File: src/rtl/ud_sweep_if.sv
// ud_sweep_if: request/grant bundle between two sweep requesters and ud_sweep_ctrl.
interface ud_sweep_if #(parameter int WIDTH = 4);
    logic             req0, req1, dir0, dir1;
    logic [WIDTH-1:0] start0, start1, stop0, stop1;
    logic [1:0]       gnt;
    logic             busy, done, m;
    logic [WIDTH-1:0] count;
    modport master (
        output req0, req1, dir0, dir1, start0, start1, stop0, stop1,
        input  gnt, busy, done, m, count
    );
    modport slave (
        input  req0, req1, dir0, dir1, start0, start1, stop0, stop1,
        output gnt, busy, done, m, count
    );
endinterface

File: src/rtl/ud_sweep_ctrl.sv
// ud_sweep_ctrl: arbitrates two requesters onto one up/down sweep counter.
// Define UD_SWEEP_RR_EN for round-robin arbitration; otherwise requester 0 has fixed priority.
module ud_sweep_ctrl #(parameter int WIDTH = 4) (
    input logic     clk,
    input logic     reset,
    ud_sweep_if.slave bus
);
    typedef enum logic [1:0] {IDLE, RUN, DONE} state_t;
    state_t           state, state_nx;
    logic [1:0]       gnt_q, gnt_nx;
    logic             m_q, m_nx;
    logic [WIDTH-1:0] count_q, count_nx, stop_q, stop_nx, step;
    logic             any_req, win, own_req;
`ifdef UD_SWEEP_RR_EN
    logic ptr_q, ptr_nx;
    // ptr names the requester favoured when both ask at once
    assign win = (bus.req0 && bus.req1) ? ptr_q : bus.req1;
`else
    assign win = !bus.req0;
`endif
    assign any_req = bus.req0 || bus.req1;
    assign own_req = gnt_q[0] ? bus.req0 : bus.req1;
    assign step    = m_q ? count_q + WIDTH'(1) : count_q - WIDTH'(1);
    always_comb begin
        state_nx = state;
        gnt_nx   = gnt_q;
        m_nx     = m_q;
        count_nx = count_q;
        stop_nx  = stop_q;
`ifdef UD_SWEEP_RR_EN
        ptr_nx   = ptr_q;
`endif
        case (state)
            IDLE: if (any_req) begin
                gnt_nx   = win ? 2'b10 : 2'b01;
                m_nx     = win ? bus.dir1 : bus.dir0;
                count_nx = win ? bus.start1 : bus.start0;
                stop_nx  = win ? bus.stop1 : bus.stop0;
                state_nx = (count_nx == stop_nx) ? DONE : RUN;
`ifdef UD_SWEEP_RR_EN
                ptr_nx   = !win;
`endif
            end
            RUN: if (!own_req) begin
                state_nx = IDLE;
                gnt_nx   = 2'b00;
            end else begin
                count_nx = step;
                state_nx = (step == stop_q) ? DONE : RUN;
            end
            DONE: begin
                state_nx = IDLE;
                gnt_nx   = 2'b00;
            end
            default: begin
                state_nx = IDLE;
                gnt_nx   = 2'b00;
            end
        endcase
    end
    always_ff @(posedge clk or posedge reset) begin
        if (reset) begin
            state   <= IDLE;
            gnt_q   <= 2'b00;
            m_q     <= 1'b0;
            count_q <= '0;
            stop_q  <= '0;
`ifdef UD_SWEEP_RR_EN
            ptr_q   <= 1'b0;
`endif
        end else begin
            state   <= state_nx;
            gnt_q   <= gnt_nx;
            m_q     <= m_nx;
            count_q <= count_nx;
            stop_q  <= stop_nx;
`ifdef UD_SWEEP_RR_EN
            ptr_q   <= ptr_nx;
`endif
        end
    end
    assign bus.gnt   = gnt_q;
    assign bus.busy  = state != IDLE;
    assign bus.done  = state == DONE;
    assign bus.m     = m_q;
    assign bus.count = count_q;
endmodule

File: src/flat_wrapper.sv
// flat-port wrapper written by rule: the top's interface ports become plain ports
module ud_sweep_ctrl_flat 
#(parameter int WIDTH = 4)
  (clk, reset, bus_req0, bus_req1, bus_dir0, bus_dir1, bus_start0, bus_start1, bus_stop0, bus_stop1, bus_gnt, bus_busy, bus_done, bus_m, bus_count);
  ud_sweep_if #(.WIDTH(WIDTH)) bus_i ();
  input logic clk;
  input logic reset;
  input wire logic [$bits(bus_i.req0)-1:0] bus_req0;
  input wire logic [$bits(bus_i.req1)-1:0] bus_req1;
  input wire logic [$bits(bus_i.dir0)-1:0] bus_dir0;
  input wire logic [$bits(bus_i.dir1)-1:0] bus_dir1;
  input wire logic [$bits(bus_i.start0)-1:0] bus_start0;
  input wire logic [$bits(bus_i.start1)-1:0] bus_start1;
  input wire logic [$bits(bus_i.stop0)-1:0] bus_stop0;
  input wire logic [$bits(bus_i.stop1)-1:0] bus_stop1;
  output wire logic [$bits(bus_i.gnt)-1:0] bus_gnt;
  output wire logic [$bits(bus_i.busy)-1:0] bus_busy;
  output wire logic [$bits(bus_i.done)-1:0] bus_done;
  output wire logic [$bits(bus_i.m)-1:0] bus_m;
  output wire logic [$bits(bus_i.count)-1:0] bus_count;
  assign bus_i.req0 = bus_req0;
  assign bus_i.req1 = bus_req1;
  assign bus_i.dir0 = bus_dir0;
  assign bus_i.dir1 = bus_dir1;
  assign bus_i.start0 = bus_start0;
  assign bus_i.start1 = bus_start1;
  assign bus_i.stop0 = bus_stop0;
  assign bus_i.stop1 = bus_stop1;
  assign bus_gnt = bus_i.gnt;
  assign bus_busy = bus_i.busy;
  assign bus_done = bus_i.done;
  assign bus_m = bus_i.m;
  assign bus_count = bus_i.count;
  ud_sweep_ctrl #(.WIDTH(WIDTH)) u_core (.clk(clk), .reset(reset), .bus(bus_i));
endmodule
File: config.mk
export PLATFORM = sky130hd
export DESIGN_NAME = ud_sweep_ctrl_flat
export DESIGN_NICKNAME = d
export VERILOG_FILES = /design/src/rtl/ud_sweep_if.sv /design/src/rtl/ud_sweep_ctrl.sv /design/src/flat_wrapper.sv
export SDC_FILE = /design/constraint.sdc
export NUM_CORES = 1
export LEC_CHECK = 0
export BUFFER_PORTS_ARGS = -buffer_cell sky130_fd_sc_hd__buf_2
export CAP_MARGIN = 25
export CORE_MARGIN = 2
export CORE_UTILIZATION = 31
export DETAILED_ROUTE_END_ITERATION = 7
export PLACE_DENSITY = 0.55
export SLEW_MARGIN = 20
export SYNTH_ARGS = -nofsm -noshare
export SYNTH_HDL_FRONTEND = slang
export SYNTH_SLANG_ARGS = --single-unit
File: constraint.sdc
create_clock -name clk -period 2.2 [get_ports clk]
set_input_delay 0.11 -clock clk [delete_from_list [all_inputs] [get_ports clk]]
set_output_delay 0.11 -clock clk [all_outputs]
set_load 0.005 [all_outputs]
### Word level (Yosys, flattened, before mapping)

Index checks and enable logic that the tools add are counted.
W data, S select, Z words.

| storage, ports and cells | value |
|---|---|
| register bits | 13 |
| input bits | 22 |
| output and inout port bits | 9 |
| logic and storage cells | 38 |

| cells by class | value |
|---|---|
| add/sub/neg operators | 2 |
| equal/unequal tests | 7 |
| muxes and demuxes | 17 |
| reduce and logical (&&, ||, !) cells | 7 |

Operator list:

| kind | count |
|---|---|
| $mux W4 | 5 |
| $mux W2 | 7 |
| $eq A4 B4 Y1 | 2 |
| $pmux W2 S2 | 2 |
| $pmux W4 S2 | 1 |
| $add A4 B1 Y4 const B | 1 |
| $ne A2 B1 Y1 const B | 2 |
| $reduce_and A2 Y1 | 2 |
| $reduce_bool A2 Y1 | 2 |
| $sub A4 B1 Y4 const B | 1 |
| $reduce_and A3 Y1 | 1 |
| $eq A2 B1 Y1 const B | 1 |
| $eq A2 B2 Y1 const B | 1 |
| $logic_not A2 Y1 | 1 |
| $mux W1 | 2 |
| $ne A2 B2 Y1 const B | 1 |
| $logic_or A1 B1 Y1 | 1 |

### Longest topological paths before layout

| depth | value |
|---|---|
| depth after elaboration | 6 |
| mapped depth | 7 |
| mapped depth without buffers | 7 |

### Least setup slack after synthesis

Ideal clock, no wire load.

| timing path | value |
|---|---|
| path kind | register -> register |
| start point | reg u_core.m_q (netlist: u_core.bus.m) |
| end point | reg u_core.count_q[3] (netlist: u_core.bus.count[3]) |
| library setup time | 0.121 ns |
| data arrival time | 1.595 ns |
| required time | 2.079 ns |
| path slack | 0.484 ns |
| cell stages (with the launch flop) | 8 |
| buffers on the path | 0 |
| clock period less this slack | 1.716 ns |
| path through | dfrtp_1 -> inv_1 -> ha_1 -> a21o_1 -> a21oi_2 -> xnor2_1 -> a22o_1 -> a22o_1 |

| on the way | value |
|---|---|
| longest elaborated chain between the ends | 3 |

Ends and longest elaborated chain:

| item | line | RTL |
|---|---|---|
| start: declaration | ud_sweep_ctrl.sv:11 | `logic m_q, m_nx;` |
| start signal: assignment | ud_sweep_ctrl.sv:74 | `m_q <= m_nx;` |
| $mux W4 | ud_sweep_ctrl.sv:23 | `assign step = m_q ? count_q + WIDTH'(1) : count_q - WIDTH'(1);` |
| $mux W4 | ud_sweep_ctrl.sv:44 | `RUN: if (!own_req) begin` |
| $pmux W4 S2 | ud_sweep_ctrl.sv:33 | `case (state)` |
| end signal: assignment | ud_sweep_ctrl.sv:75 | `count_q <= count_nx;` |
| end: declaration | ud_sweep_ctrl.sv:12 | `logic [WIDTH-1:0] count_q, count_nx, stop_q, stop_nx, step;` |

Every way passes these cells. The select of a mux whose other input is x is not followed.
A chain may end at the register's enable or synchronous reset.

### Worst setup path in the final report

Ends and elaborated chain as after synthesis.

==> qor.txt <==
Total grt overflow -> 0
Synth Warn # -> 0
Setup Buffers After CTS -> 0
Worst slew margin -> 63.96%
Clk_lat worst skew -> 0.28 ns
Kind of critical path -> flop to flop
Die area -> 3514 um^2
Worst Hold Path EP -> u_core.bus.m
Max Buffers Root-to-Sink -> 2
Cell row count -> 20
CP Capture Type -> flop
Mapped Area -> 947.2 um^2
Family with the most delay on the worst path -> compound AO/OA/AOI/OAI gates
Class of the tightest hold or removal check -> primary input to flop
Worst setup SP type -> flop
First-pass GRT wire length -> 3.539 mm
Pwr Density -> 1418 nW/um^2
Final Cycle Share -> 81.33%
MaxCap Viol Count -> 0
Final Wtd Congestion -> 0.7543
Clock Pin Slew Worst Setup and Hold Paths -> 0.09 ns
Status -> finished, final reports clean
Hold path start -> bus_dir1
Leak Pwr -> 0.5428 nW
Via count -> 815
FF-to-FF path depth -> 7
Clk sink count -> 13
Ant diodes -> 0
Min-Delay Path Depth -> 3
Final setup fails -> 0
Post-synth top area share -> 34.35%
Slowest-stage cell, CP -> dfrtp_1
Dpl cells -> 162
Layout area overhead -> 21.80%
Cells after synthesis -> 102
CTS H-tree lvls -> 1
Register bit count reported by yosys -> 13
CP Cell Sequence -> inv_1 -> ha_1 -> a21o_1 -> a21oi_2 -> xnor2_1 -> a22o_1 -> a22o_1
Worst Path Buf+Inv -> 1
Core Footprint -> 2978 um^2
Fraction of layout cells with a size suffix above 1 -> 31.34%
Syn Area/Cell -> 9.286 um^2
DR WL/cell -> 12.52 um
Starting Density -> 31.81%
Residual DRC count -> 0
Die H -> 59.28 um
Setup TNS -> 0 ns
CTS Root Cell -> clkbuf_4
Most used cell, CP -> a22o_1
Final hold violations -> 0
Worst path max stage delay -> 0.45 ns
Die X -> 59.28 um
Post-CTS resize count -> 0
CP Max Fanout -> 5
Detailed Place HPWL -> 1.665 mm
Reg-to-reg startpoint -> u_core.bus.m
Peak VDD IR -> 0.7008 mV
Max-slew violations -> 0
CTS tree -> built
Vias/cell -> 4.880
Initial antenna violation count -> 0
# port buffers -> 30
Ys async rst share -> 100.0%
Worst slew pin tran -> 0.5400 ns
Top_reg_cell synth -> dfrtp_1
Overall routed net length -> 2.091 mm
Nets -> 160
Mapped Nets -> 127
Total CTS buffers -> 3
DRT antenna net count -> 0
Tmin final -> 1.789 ns
R2R setup slack -> 0.41 ns
Cell type with the highest aggregate area in the netlist -> dfrtp_1
I/O pin count -> 31
Sequential element share of the synthesized area -> 34.35%
Largest net degree at the start of global routing -> 18
Maximum clock rate -> 0.5589 GHz
Crit path DAT -> 1.96 ns
CTS hold repair buffers -> 1
Vias in the first global route -> 820
Synth cell types -> 32
Worst Clk Skew -> 0.002986 ns
Number of synthesized flops with an enable pin -> 0
Critical Path RT -> 2.37 ns
Fin cells -> 167
RSZ-0062 raised after global routing -> false
GR Util All Layers -> 13.53%
Worst r2r dst -> u_core.bus.count[3]
# fillers -> 305
First-pass DRT Iterations -> 4
Largest cells by area after synthesis -> dfrtp_1, xnor2_1, mux2i_1, a21oi_1, nor2_1
1st-iter DRT viols -> 22
[cells in the final DEF, fill, tap and decap left out, drive strengths merged]
| cell type | synthesis | final |
|---|---|---|
| or2 | 2 | 2 |
| nand2 | 5 | 5 |
| ha | 2 | 2 |
| fa | 1 | 1 |
| mux2 | 2 | 2 |
| dfrtp | 13 | 13 |
| o31ai | 1 | 1 |
| a31o | 1 | 1 |
| or3 | 1 | 1 |
| a21oi | 11 | 11 |
| nor2b | 1 | 1 |
| o2bb2ai | 1 | 1 |
| xnor2 | 12 | 12 |
| inv | 5 | 5 |
| buf | 4 | 31 |
| o21ai | 5 | 5 |
| a22o | 2 | 2 |
| nand3 | 1 | 1 |
| nand4 | 1 | 1 |
| clkbuf | 0 | 4 |
| a211oi | 1 | 1 |
| nor4 | 1 | 1 |
| nor2 | 13 | 13 |
| a21o | 1 | 1 |
| o211ai | 1 | 1 |
| dlygate4sd3 | 0 | 1 |
| mux2i | 7 | 7 |
| xor2 | 4 | 4 |
| o2111ai | 1 | 1 |
| nand2b | 2 | 2 |
[registers in the layout, indices dropped and copies added (netlist names)]
name	cells
u_core.bus.m	1
u_core.bus.gnt	2
u_core.stop_q	4
u_core.state	2
u_core.bus.count	4
[cells by family (layout without fill, tap and decap cells)]
group | Yosys count | count (layout) | synth area share, %
muxes | 9 | 9 | 9.776
adders and majority gates | 3 | 3 | 4.755
and+or+nand+nor | 27 | 27 | 12.95
DFF | 13 | 13 | 34.35
buffers and inverters | 9 | 41 | 5.020
AOI/OAI and AO/OA | 25 | 25 | 18.36
xor gates and xnor gates | 16 | 16 | 14.79
[synth_stat cells (all sizes together), types with 4 or more instances]
cell type	n
dfrtp	13
nor2	13
xnor2	12
a21oi	11
mux2i	7
inv	5
nand2	5
o21ai	5
buf	4
xor2	4
[final cells by class]
| class | count | area (um^2) | share of cell area [%] |
|---|---|---|---|
| Clock buffer | 4 | 26.28 | 2.278 |
| Inverter | 5 | 18.77 | 1.627 |
| Multi-Input combinational cell | 80 | 574.3 | 49.78 |
| Sequential cell | 13 | 325.3 | 28.20 |
| Tap cell | 33 | 41.29 | 3.579 |
| Timing Repair Buffer | 32 | 167.7 | 14.53 |
[metal layers]
| layer | GRT usage (%) | wire (um) | vias to the layer above |
|---|---|---|---|
| li1 | - | - | 415 |
| met1 | 16.28 | 941 | 380 |
| met2 | 23.70 | 1051 | 18 |
| met3 | 4.585 | 86 | 2 |
| met4 | 1.948 | 13 | 0 |
| met5 | 0 | 0 | - |
[metrics by stage]
stage          power (mW)  setup WS [ns]  instance area, um^2  util [%]  hold WS (ns)
2_1_floorplan       1.258         0.4842                947.2         -      -0.01304
3_3_place_gp        1.485         0.4303                 1117     37.52        0.1829
3_5_place_dp        1.498         0.3981                 1117     37.52        0.1796
4_1_cts             1.663         0.3920                 1154     38.74        0.1241
5_1_grt             1.816         0.2430                 1154     38.74        0.1544
6_report            1.636         0.4108                 1154     38.74        0.1307
[report_power, final]
part / switching [mW] / internal (mW)
Clock: 0.0827 / 0.0703
Combinational: 0.509 / 0.491
Sequential: 0.125 / 0.359
Total: 0.716 / 0.920
[worst max-delay path by stage]
stage,from,end,depth (start not counted)
finish,u_core.bus.m,u_core.bus.count[3],7
detailed placement,u_core.bus.m,u_core.bus.count[3],7
CTS,u_core.bus.m,u_core.bus.count[3],7
global placement,u_core.bus.m,u_core.bus.count[3],7
floorplan,u_core.bus.m,u_core.bus.count[3],7
global route,u_core.bus.m,u_core.bus.count[3],7
[tightest hold or removal path: cells and delay by family]
family	cells	cell delay (ns)
AOI/OAI and AO/OA	1	0.13
buffers and inverters	1	0.07
muxes	1	0.05
Power figures use the tool's default switching activity.
